[config.mk]
export PLATFORM = sky130hd
export DESIGN_NAME = enable_scheduler
export DESIGN_NICKNAME = d
export VERILOG_FILES = /design/src/rtl/enable_scheduler.sv
export SDC_FILE = /design/constraint.sdc
export NUM_CORES = 1
export LEC_CHECK = 0
export ABC_AREA = 0
export CORE_MARGIN = 3
export CORE_UTILIZATION = 30
export DETAILED_ROUTE_END_ITERATION = 8
export PLACE_DENSITY_LB_ADDON = 0.12
export SYNTH_ARGS = -nofsm -noshare
export SYNTH_HDL_FRONTEND = slang
export SYNTH_SLANG_ARGS = --single-unit
[constraint.sdc]
create_clock -name clk -period 5.2 [get_ports clk]
set_clock_uncertainty 0.05 [all_clocks]
set_input_delay 1.3 -clock clk [delete_from_list [all_inputs] [get_ports clk]]
set_output_delay 1.3 -clock clk [all_outputs]
set_load 0.005 [all_outputs]
[src/rtl/enable_scheduler.sv]
// Round-robin scheduler for a shared, gated register clock.
// One requester at a time owns the clock enable for a burst of len+1 pulses.
// The state machine runs on the rising edge. The enable register runs on the
// falling edge, so enb only moves while clk is low and eclk = clk & enb
// never glitches or produces a short pulse.
//
// state  | meaning
// -------+-------------------------------------------------------------
// IDLE   | no owner; arbitrate req starting at ptr on each rising edge
// ACTIVE | winner owns the clock; count the burst down, watch for abort
// GAP    | one-cycle dead time after a burst; requests wait for IDLE
module enable_scheduler #(
   parameter int NREQ = 4,
   parameter int LW   = 3
) (
   input  logic            clk,
   input  logic            rst_n,
   input  logic [NREQ-1:0] req,
   input  logic [LW-1:0]   len,
   output logic [NREQ-1:0] gnt,
   output logic            enb,
   output logic            busy,
   output logic            done
);

   localparam int PW = (NREQ > 1) ? $clog2(NREQ) : 1;

   typedef enum logic [1:0] {
      IDLE   = 2'd0,
      ACTIVE = 2'd1,
      GAP    = 2'd2
   } state_t;

   state_t          state;
   state_t          state_nxt;
   logic [NREQ-1:0] gnt_nxt;
   logic [LW-1:0]   cnt;
   logic [LW-1:0]   cnt_nxt;
   logic [PW-1:0]   ptr;
   logic [PW-1:0]   ptr_nxt;
   logic [PW-1:0]   win;
   logic [PW-1:0]   win_nxt;
   logic            done_nxt;

   logic            arb_found;
   logic [PW-1:0]   arb_idx;
   logic [PW-1:0]   arb_cand;

   // Rotating priority search: first set req bit at ptr, ptr+1, ...
   // The index wraps naturally because NREQ is a power of two.
   always_comb begin
      arb_found = 1'b0;
      arb_idx   = ptr;
      arb_cand  = ptr;
      for (int i = 0; i < NREQ; i++) begin
         arb_cand = ptr + PW'(i);
         if (!arb_found && req[arb_cand]) begin
            arb_found = 1'b1;
            arb_idx   = arb_cand;
         end
      end
   end

   // Next-state and next-output decode.
   always_comb begin
      state_nxt = state;
      gnt_nxt   = gnt;
      cnt_nxt   = cnt;
      ptr_nxt   = ptr;
      win_nxt   = win;
      done_nxt  = 1'b0;
      case (state)
         IDLE: begin
            gnt_nxt = '0;
            if (arb_found) begin
               state_nxt = ACTIVE;
               win_nxt   = arb_idx;
               gnt_nxt   = {{(NREQ-1){1'b0}}, 1'b1} << arb_idx;
               cnt_nxt   = len;
            end
         end
         ACTIVE: begin
            // Dropping the winner's request ends the burst the same way
            // as running out of count, including the done pulse.
            if ((cnt == '0) || !req[win]) begin
               state_nxt = GAP;
               gnt_nxt   = '0;
               done_nxt  = 1'b1;
               ptr_nxt   = win + PW'(1);
            end else begin
               cnt_nxt = cnt - LW'(1);
            end
         end
         GAP: begin
            gnt_nxt   = '0;
            state_nxt = IDLE;
         end
         default: begin
            gnt_nxt   = '0;
            state_nxt = IDLE;
         end
      endcase
   end

   // Rising-edge state register.
   always_ff @(posedge clk or negedge rst_n) begin
      if (!rst_n) begin
         state <= IDLE;
         gnt   <= '0;
         cnt   <= '0;
         ptr   <= '0;
         win   <= '0;
         done  <= 1'b0;
      end else begin
         state <= state_nxt;
         gnt   <= gnt_nxt;
         cnt   <= cnt_nxt;
         ptr   <= ptr_nxt;
         win   <= win_nxt;
         done  <= done_nxt;
      end
   end

   // Falling-edge enable register; reset clears it at once so a killed
   // burst loses its remaining eclk pulses immediately.
   always_ff @(negedge clk or negedge rst_n) begin
      if (!rst_n) begin
         enb <= 1'b0;
      end else begin
         enb <= (state == ACTIVE);
      end
   end

   // Busy covers the burst and the dead cycle after it.
   always_comb begin
      busy = (state == ACTIVE) || (state == GAP);
   end

endmodule

Yosys cells after proc, flatten, opt, wreduce, memory -nomap -nowiden

Index checks and enable logic that the tools add are counted.

Word-level logic and storage cells: 67
Output and inout port bits: 7
Input port bits: 9
Flip-flop bits (word level): 15

Shift operators: 1
Reductions and logical operators: 16
Equality and inequality tests: 5
Add/sub/neg operators: 5
Order comparisons: 5
Muxes and demuxes: 28

Operator list:

| cell                                                        | count |
|---|---|
| less-than comparator 2 x 3 -> 1 bit (second input constant) | 5 |
| 2-to-1 mux 1 bit                                            | 11 |
| binary-select mux 1 bit (select 2 bit)                      | 5 |
| 2-to-1 mux 2 bit                                            | 5 |
| 2-to-1 mux 4 bit                                            | 2 |
| case mux 4 bit (2 select lines)                             | 1 |
| 2-to-1 mux 3 bit                                            | 2 |
| inequality test 2 bit (second input constant)               | 3 |
| case mux 3 bit (2 select lines)                             | 1 |
| AND reduction 2 bit                                         | 3 |
| adder 2 x 1 -> 2 bit (second input constant)                | 2 |
| adder 2 bit (second input constant)                         | 2 |
| logical NOT 1 bit                                           | 4 |
| case mux 2 bit (2 select lines)                             | 1 |
| left shift 1 x 2 -> 4 bit (first input constant)            | 1 |
| logical AND 1 bit                                           | 3 |
| logical NOT 3 bit                                           | 1 |
| AND reduction 3 bit                                         | 1 |
| subtractor 3 x 1 -> 3 bit (second input constant)           | 1 |
| equality test 2 x 1 -> 1 bit (second input constant)        | 1 |
| equality test 2 bit (second input constant)                 | 1 |
| logical NOT 2 bit                                           | 1 |
| logical OR 1 bit                                            | 2 |
| nonzero test 2 bit                                          | 1 |

Depth between registers and ports, before layout

Depth after elaboration: 15
Gate-level depth with buffers: 7
Mapped depth without buffers: 7

==> results.md <==
| Item | This run | Unit |
|:---|:---|:---|
| Clock share of power | 0.108 | - |
| Largest family of logic cells by synthesized area | compound AO/OA/AOI/OAI gates | - |
| Proportion of total power due to net switching | 0.4117 | - |
| Final count of pins violating max slew | 0 | - |
| Proportion of power drawn by flip-flops and latches | 0.327 | - |
| Number of instances in the synthesized netlist | 94 | - |
| Share of async-settable or async-resettable flops after synthesis | 1.000 | - |
| Measured slew at the worst slew-check pin | 0.5118 | ns |
| GR Util All Layers | 0.1274 | - |
| Synthesized-area fraction occupied by and/or/nand/nor cells | 0.2101 | - |
| Post-Route Hold Slack | 0.4519 | ns |
| Worst min path class | reg2reg | - |
| Mean instance size in the synthesized netlist | 9.757 | um2 |
| Cell Area, Synth | 917.1 | um2 |
| # H-tree levels | 1 | - |
| Cell row count | 19 | - |
| Number of register bits inferred by synthesis | 15 | - |
| GR met3 Demand/Resource | 0.02096 | - |
| Number of max-capacitance violations reported | 0 | - |
| Count of vias placed by the detailed router | 738 | - |
| Vertical extent of the die | 61.29 | um |
| Max clock buf depth | 2 | - |
| Number of diodes added for antenna fixing | 0 | - |
| Total area of multi-input combinational cells | 515.5 | um2 |
| Initial Utilization | 0.3242 | - |
| Sequential cell area in the final layout | 375.4 | um2 |
| Global-route met1 utilization | 0.1948 | - |
| Endpoints failing setup | 0 | - |
| Complex-gate fraction of the synthesized area | 0.2128 | - |
| Critical path peak fanout | 1 | - |
| DR vias/cell | 5.090 | - |
| Boundary Pins | 16 | - |
| Width of the chip | 61.29 | um |
| Remaining antenna violation count after routing | 0 | - |
| Later-pin clock latency in the skew report | 0.28 | ns |
| Min-Delay Startpoint | gnt[0]$_DFFE_PN0P_ | - |
| Antenna violations before repair | 0 | - |
| Wirelength, routed | 2027 | um |
| Worst Setup Path Type | reg2out | - |
| Drt first pass iters | 4 | - |
| Global routing usage on met2 | 0.1737 | - |
| Worst-case headroom to the max-slew limit | 0.6560 | - |
| FF-to-FF path depth | 2 | - |
| Fraction of synthesized area in multiplexers | 0.05184 | - |
| Wire length of the first global-routing pass | 3450 | um |
| Startpoint of the worst register-to-register path | state[1]$_DFFE_PN0P_ | - |
| Leftover overflow at the end of global routing | 0 | - |
| CTS tree | done | - |
| PD cells | 566.2 | nW/um2 |
| Slowest CP cell | sky130_fd_sc_hd__clkdlybuf4s50_1 | - |
| CP delay by family, top | buffers and inverters | - |
| Post-detailed-route DRC marker count | 0 | - |
| Critical path required time | 3.85 | ns |
| Critical path cell sequence | clkdlybuf4s50_1 | - |
| Sequential cell area fraction in the yosys report | 0.4093 | - |
| CP Launch Type | flip-flop | - |
| Routability congestion estimate | 0.7164 | - |
| Die outline area | 3756 | um2 |
| Number of standard cells in the layout, taps in and fillers out | 145 | - |
| Worst voltage drop across the vdd grid | 0.2503 | mV |
| Run status | complete, no violations | - |
| Number of design-rule violations left by the first detailed-router iteration | 23 | - |
| Synthesized-area fraction occupied by xor and xnor cells | 0.01910 | - |
| Worst Path Arrival | 3.77 | ns |
| Vias in the first global route | 724 | - |
| TritonCTS Buffers | 3 | - |
| Hold depth | 1 | - |
| Layout cell share with drive strength beyond 1 | 0.1316 | - |
| DR WL/cell | 13.98 | um |
| Predominant post-synthesis flop cell | sky130_fd_sc_hd__dfrtp_1 | - |
| Count of hold buffers inserted by post-cts repair | 0 | - |
| Register-to-register setup slack | 1.64 | ns |
| Root buffer cell | sky130_fd_sc_hd__clkbuf_4 | - |
| Port-buffer cells | 15 | - |
| Total of warnings raised by yosys | 0 | - |
| Internal power | 0.0003802 | W |
| Area Growth Syn to Fin | 24.42 | % |
| Synth unique cells | 34 | - |
| DP HPWL | 1502 | um |
| Final setup TNS | 0 | ns |
| Layer with the highest usage | met1 | - |
| Leak | 0.4874 | nW |
| Critical path buffers and inverters | 1 | - |
| Post-cts repair resize count | 0 | - |
| Clock Sink Count | 15 | - |
| Longest individual stage delay on the worst path | 0.50 | ns |
| Number of buffers inserted by post-CTS setup repair | 0 | - |
| Final hold violations | 0 | - |
| Setup repair after global routing missed its margin | no | - |
| Clock transition at the registers of the reported paths | 0.10 | ns |
| Adder and majority cell fraction of the synthesized area | 0.06821 | - |
| Comb power frac | 0.565 | - |
| Fillers | 295 | - |
| Net switching power figure | 0.0002660 | W |
| Count of nets after finishing | 129 | - |
| Largest net degree at the start of global routing | 15 | - |
| Critical Path Sink Type | primary output | - |
| Final Worst Setup Slack | 0.07538 | ns |
| Setup WS pre-CTS | 0.3855 | ns |
| Net count of the mapped netlist | 108 | - |
| Worst Hold Path EP | gnt[0]$_DFFE_PN0P_ | - |
| Number of instances in the placed design | 141 | - |
| Reg-to-Reg End | enb$_DFF_NN0_ | - |
| Standard cell core area | 2829 | um2 |
| Count of flip-flops with a built-in enable after synthesis | 0 | - |
[cell families (layout without fill, tap and decap cells)]
kind of cell    after synthesis  count (layout)
fa+ha+maj                     5               5
xor+xnor                      2               2
compound gates               28              28
mux                           4               4
simple gates                 33              33
buf+inv                       7              27
flops                        15              15
[worst reg2reg max path, delay by kind of cell, from the launching register on]
| family | cells | cell delay, ns |
|---|---|---|
| adders and majority gates | 1 | 0.30 |
| buffers and inverters | 1 | 0.07 |
| DFF | 1 | 0.35 |
[per-stage QoR]
| step | area, um2 | utilization | total power (W) |
|---|---|---|---|
| after floorplan | 917.1 | - | 0.0004597 |
| after global placement | 1114 | 0.3936 | 0.0005725 |
| after detailed placement | 1114 | 0.3936 | 0.0005807 |
| after CTS | 1141 | 0.4034 | 0.0006574 |
| after global routing | 1141 | 0.4034 | 0.0007094 |
| final | 1141 | 0.4034 | 0.0006461 |
[flip-flops by register name (all words and copies together) (netlist names)]
name / flops
enb: 1
win: 2
gnt: 4
state: 2
cnt: 3
ptr: 2
done: 1
[power groups by stage]
stage / clock network (W) / logic (W) / registers [W]
finish: 0.0000698 / 0.000365 / 0.000211
global route: 0.0000821 / 0.000406 / 0.000221
CTS: 0.0000752 / 0.000371 / 0.000211
detailed placement: 0 / 0.000367 / 0.000213
global placement: 0 / 0.000360 / 0.000212
floorplan: 0 / 0.000253 / 0.000206
[Yosys cell counts, types with 2 or more instances]
cell	instances	share of area
sky130_fd_sc_hd__dfrtp_1	14	0.38
sky130_fd_sc_hd__a21oi_1	10	0.055
sky130_fd_sc_hd__nor2_1	10	0.041
sky130_fd_sc_hd__nand2_1	8	0.033
sky130_fd_sc_hd__inv_1	7	0.029
sky130_fd_sc_hd__nand2b_1	6	0.041
sky130_fd_sc_hd__ha_1	5	0.068
sky130_fd_sc_hd__o2bb2ai_1	3	0.029
sky130_fd_sc_hd__mux2_2	2	0.025
sky130_fd_sc_hd__o21ai_0	2	0.011
sky130_fd_sc_hd__o311ai_0	2	0.019
sky130_fd_sc_hd__o31ai_1	2	0.016
sky130_fd_sc_hd__xnor2_1	2	0.019
[how the worst max path moves through the flow]
stage | startpoint | endpoint | slack, ns | cells past startpoint
finish | enb$_DFF_NN0_ | enb | 0.08 | 1
global route | enb$_DFF_NN0_ | enb | 0.05 | 1
CTS | enb$_DFF_NN0_ | enb | 0.06 | 1
detailed placement | enb$_DFF_NN0_ | enb | 0.39 | 1
global placement | enb$_DFF_NN0_ | enb | 0.39 | 1
floorplan | enb$_DFF_NN0_ | enb | 0.87 | 0
[layout make-up]
type | count | area share
clock buffers | 3 | 0.01974
repair buffers | 16 | 0.1382
flip-flops and latches | 15 | 0.3289
inverters | 7 | 0.02303
well taps | 31 | 0.03399
multi-input cells | 72 | 0.4518
clock inverters | 1 | 0.004386
[per-layer routing]
layer / up-vias / routed length (um)
li1: 375 / -
met1: 356 / 1068
met2: 7 / 917
met3: 0 / 41
met4: 0 / 0
met5: - / 0
[layout by cell type, fill, tap and decap left out, drive strengths merged, types with 2 or more instances in the layout]
cell type / Yosys / layout
nor2: 10 / 10
o31ai: 2 / 2
nor3: 3 / 3
inv: 7 / 7
o21ai: 3 / 3
o311ai: 2 / 2
xnor2: 2 / 2
clkdlybuf4s50: 0 / 15
clkbuf: 0 / 3
a21oi: 10 / 10
nand2b: 6 / 6
mux2: 3 / 3
o2bb2ai: 3 / 3
nand2: 8 / 8
dfrtp: 14 / 14
ha: 5 / 5
Note: power is estimated with default switching activity, not from simulation.
